### config.mk
export PLATFORM = sky130hd
export DESIGN_NAME = serial_latch_receiver
export DESIGN_NICKNAME = d
export VERILOG_FILES = /design/src/rtl/serial_latch_receiver.sv
export SDC_FILE = /design/constraint.sdc
export NUM_CORES = 1
export LEC_CHECK = 0
export BUFFER_PORTS_ARGS = -buffer_cell sky130_fd_sc_hd__buf_2
export CAP_MARGIN = 40
export CORE_MARGIN = 2
export CORE_UTILIZATION = 35
export DETAILED_ROUTE_END_ITERATION = 6
export HOLD_SLACK_MARGIN = 0.15
export SLEW_MARGIN = 5
export SYNTH_ARGS = -nofsm -noshare
export SYNTH_HDL_FRONTEND = slang
export SYNTH_SLANG_ARGS = --single-unit
### constraint.sdc
create_clock -name clk -period 2.5 [get_ports clk]
set_clock_uncertainty 0.2 [all_clocks]
set_input_delay 0.25 -clock clk [delete_from_list [all_inputs] [get_ports clk]]
set_output_delay 0.25 -clock clk [all_outputs]
set_load 0.01 [all_outputs]
### src/rtl/serial_latch_receiver.sv
// serial_latch_receiver
// Receives a shift-register style serial stream (data, shift clock, latch)
// in the system clock domain. Bits are shifted in MSB-first on each shift
// clock rising edge; a latch rising edge either transfers a complete frame
// to data_out or flags a framing error.
module serial_latch_receiver #(
  parameter int WIDTH = 16,
  parameter int CNT_W = 5,
  parameter int ERR_W = 8
) (
  input  logic             clk,
  input  logic             rst_n,
  input  logic             ser_clk,
  input  logic             ser_data,
  input  logic             ser_latch,
  output logic [WIDTH-1:0] data_out,
  output logic             frame_valid,
  output logic             frame_err,
  output logic [CNT_W-1:0] bit_count,
  output logic [ERR_W-1:0] err_count
);

  // Full frame and overflow-marker values of the bit counter
  localparam logic [CNT_W-1:0] CNT_FULL = CNT_W'(WIDTH);
  localparam logic [CNT_W-1:0] CNT_SAT  = CNT_W'(WIDTH + 1);

  logic             clk_s1, clk_s2, clk_s3;
  logic             data_s1, data_s2;
  logic             latch_s1, latch_s2, latch_s3;
  logic             shift_edge, latch_edge;
  logic [WIDTH-1:0] shreg;
  logic [WIDTH-1:0] shreg_post;
  logic [CNT_W-1:0] count_post;
  logic             frame_ok;

  // Synchronizers: two flops per line, a third on clock/latch for edge detect.
  // Data uses the same depth so data_s2 lines up with the ser_clk edge.
  always_ff @(posedge clk or negedge rst_n) begin
    if (!rst_n) begin
      clk_s1   <= 1'b0;
      clk_s2   <= 1'b0;
      clk_s3   <= 1'b0;
      data_s1  <= 1'b0;
      data_s2  <= 1'b0;
      latch_s1 <= 1'b0;
      latch_s2 <= 1'b0;
      latch_s3 <= 1'b0;
    end else begin
      clk_s1   <= ser_clk;
      clk_s2   <= clk_s1;
      clk_s3   <= clk_s2;
      data_s1  <= ser_data;
      data_s2  <= data_s1;
      latch_s1 <= ser_latch;
      latch_s2 <= latch_s1;
      latch_s3 <= latch_s2;
    end
  end

  // Rising-edge strobes in the clk domain
  assign shift_edge = clk_s2 & ~clk_s3;
  assign latch_edge = latch_s2 & ~latch_s3;

  // Post-shift view of the shift register and counter, so a shift and a
  // latch landing in the same cycle include the new bit in the frame.
  always_comb begin
    shreg_post = shreg;
    count_post = bit_count;
    if (shift_edge) begin
      shreg_post = {shreg[WIDTH-2:0], data_s2};
      if (bit_count != CNT_SAT) begin
        count_post = bit_count + CNT_W'(1);
      end
    end
  end

  assign frame_ok = (count_post == CNT_FULL);

  // Shift register; never cleared by a latch, stale bits get shifted out
  always_ff @(posedge clk or negedge rst_n) begin
    if (!rst_n) begin
      shreg <= '0;
    end else begin
      shreg <= shreg_post;
    end
  end

  // Bit counter: saturating count of bits since the last latch
  always_ff @(posedge clk or negedge rst_n) begin
    if (!rst_n) begin
      bit_count <= '0;
    end else if (latch_edge) begin
      bit_count <= '0;
    end else begin
      bit_count <= count_post;
    end
  end

  // Frame transfer and one-cycle status pulses on a latch edge
  always_ff @(posedge clk or negedge rst_n) begin
    if (!rst_n) begin
      data_out    <= '0;
      frame_valid <= 1'b0;
      frame_err   <= 1'b0;
    end else begin
      frame_valid <= latch_edge & frame_ok;
      frame_err   <= latch_edge & ~frame_ok;
      if (latch_edge && frame_ok) begin
        data_out <= shreg_post;
      end
    end
  end

  // Saturating framing-error counter
  always_ff @(posedge clk or negedge rst_n) begin
    if (!rst_n) begin
      err_count <= '0;
    end else if (latch_edge && !frame_ok && (err_count != '1)) begin
      err_count <= err_count + ERR_W'(1);
    end
  end

endmodule
==> key figures <==
Yosys
  • Cell Area, Synth: 0.00225 sq mm
  • Ys async rst share: 1.00
  • EDFF count, synth: 0
  • Post-synthesis net count: 198
  • Post-synthesis average cell area: 11.8 sq um
  • Register area share after synthesis: 0.613
  • Top cells by area, synth: dfrtp_1 61%, nand2_1 8.5%, mux2_4 6.0%
  • Most common cell in the netlist: dfrtp_1
  • Prevailing post-synth register cell: dfrtp_1
  • Mapped Cells: 190
  • Most frequent cells after synthesis: 55 x dfrtp_1, 51 x nand2_1, 9 x mux2_4, 9 x nor2_1, 8 x mux2_2
  • Post-synthesis register bit count: 55
  • Synth top area share: 0.613
  • Synth warn: 0
  • Synth area leader: dfrtp_1
  • Synth cell types: 34

Global route
  • Tot GR Track Use: 0.119
  • Largest net degree at the start of global routing: 34
  • Global-route wire length before repair: 6.79 mm
  • Overflow after GRT: 0
  • Initial antenna violation count: 0
  • Vias in the first global route: 1440

Critical path
  • CP Max Fanout: 8
  • CP Data Arrival Time: 2.43 ns
  • Worst R2R Start: bit_count[1]
  • Critical Path RT: 2.50 ns
  • Startpoint Class: register
  • Setup CP Type: reg -> reg
  • Crit path from: bit_count[1]
  • Critical Path End Type: register

Hold path
  • Hold Crit Start: latch_s1
  • Hold crit path type: reg -> reg

Final layout
  • Nets: 253
  • Share of cells above drive strength 1: 0.354
  • # diodes: 0
  • P&R area growth vs syn: 26.0%
  • Final instance area: 0.00283 sq mm
  • Non-filler cells in the finished layout: 323

Drt
  • Iteration-0 DRC Markers: 62
  • DRT Pass-1 Iters: 4
  • Final WL: 4.22 mm
  • Via Count: 1519
  • DR WL/cell: 13.1 um
  • DRC violations left: 0
  • Post-route ant nets: 0
  • Via density: 4.70

Clock network
  • Latest clock arrival within the worst-skew pair: 0.31 ns
  • CTS tree: built
  • CTS Buf Count: 5
  • Clk buf depth: 2
  • Clk pin slew, worst setup/hold paths: 0.10 ns
  • CTS Sinks: 55
  • Clock Root Buffer: clkbuf_8
  • H-tree depth reported by CTS: 2

Power and ir drop
  • Clock Power Share: 0.292
  • P_int: 0.00145 W
  • Pwr per Cell Area: 710 mW/mm^2
  • Sw Pwr: 0.000556 W
  • Comb pwr share: 0.169
  • Sw Ratio: 0.277
  • Worst VDD drop: 0.460 mV
  • Flop pwr share: 0.539
  • Static leakage: 1.52 nW

Die
  • Ports: 36
  • Die footprint: 0.00707 sq mm
  • Starting Density: 0.358
  • Cell row count: 29
  • Die Wd: 84.1 um
  • Chip height: 84.1 um
  • Core footprint: 0.00628 sq mm

Placement
  • DP Wirelength: 2.71 mm
  • Placed insts: 304
  • Routability cong.: 0.751
  • PortBufs: 35
  • Area after DPL: 0.00255 sq mm

STA
  • Final setup viols: 0
  • Final worst-path cycle share: 0.971
  • Minimum clock period: 2.43 ns
  • Final Hold Viols: 0
  • Fin Setup TNS: 0 ns
  • Headroom to the max-slew limit: 0.532
  • Achievable Freq: 412 MHz
  • Fin. max-slew vios: 0
  • Worst-margin pin slew: 0.703 ns

Outcome
  • Status: completed

Job
  • Max-cap violations: 0
[cell families (layout without fill, tap and decap cells)]
family	after synthesis	in the layout	synth area share
xor+xnor	8	8	0.0312
flops	55	55	0.613
buf+inv	11	65	0.0256
simple gates	84	86	0.173
fa+ha+maj	3	3	0.0167
mux	17	17	0.100
compound gates	12	12	0.0401
[worst max-delay path: stages (launching register included)]
cell	delay, ns
dfrtp_1	0.42
buf_6	0.14
ha_4	0.16
and2_4	0.16
a31o_4	0.22
a222oi_1	0.30
buf_4	0.31
nand2_8	0.11
mux2_4	0.30
[power by group through the flow]
stage | clock (W) | sequential (W) | combinational (W)
global route | 0.000647 | 0.00111 | 0.000381
detailed placement | 0 | 0.00110 | 0.000318
global placement | 0 | 0.00109 | 0.000313
CTS | 0.000614 | 0.00108 | 0.000324
floorplan | 0 | 0.00111 | 0.000158
finish | 0.000587 | 0.00108 | 0.000339
[routing by layer]
layer  wire length [um]  up-vias  track usage  share of wire
met4                 32        0       0.0440         0.0076
met1               2000      736        0.162           0.47
met5                  0        -            0              0
li1                   -      748            -              -
met2               1940       31        0.182           0.46
met3                245        4       0.0356          0.058
[what timing repair did]
action / CTS / global route
hold endpoints to repair: 34 / 0
setup buffers: 0 / 5
endpoints found under the setup margin: 16 / 17
hold buffers: 4 / 0
gates cloned: 0 / 2
gates resized for setup: 1 / 12
pin swaps: 0 / 4
[state kept, by name (all words and copies together), names as in the netlist, 5 cells and up]
register	count
bit_count	5
data_out	16
err_count	8
shreg	16
[final cells by class]
cell class,count,area [sq um]
Multi-Input combinational cell,126,900
Tap cell,77,96.3
Inverter,3,11.3
Sequential cell,55,1380
Fill cell,606,3450
Timing Repair Buffer,54,332
Clock inverter,3,43.8
Clock buffer,5,68.8
[cells in the final DEF (no fill, tap or decap), types with 5 or more instances in the layout]
cell type  count
buf_4         14
nor2_1         9
clkbuf_8       5
mux2_2         8
nor3_1         5
mux2_4         9
buf_2         35
dfrtp_1       54
xor2_1         7
nand2_1       50
[per-stage QoR]
| stage | total power, W | hold slack (ns) | util | setup slack (ns) |
|---|---|---|---|---|
| final | 0.00201 | 0.156 | 0.451 | 0.0715 |
| after global routing | 0.00213 | 0.169 | 0.451 | -0.00922 |
| after CTS | 0.00202 | 0.160 | 0.431 | 0.0318 |
| after detailed placement | 0.00142 | 0.137 | 0.406 | 0.000494 |
| after global placement | 0.00141 | 0.133 | 0.406 | 0.0402 |
| after floorplan | 0.00127 | -0.246 | - | 0.0278 |
[final timing paths]
kind                       depth (start not counted)           to  slack (ns)
setup reg to reg                                   8  data_out[8]        0.07
min in group asynchronous                          2     shreg[6]        0.31
hold / removal                                     0     latch_s2        0.16
setup / recovery                                   8  data_out[8]        0.07
hold reg to reg                                    0     latch_s2        0.16
max in group asynchronous                          3  data_out[8]        1.09
Power figures use the tool's default switching activity.
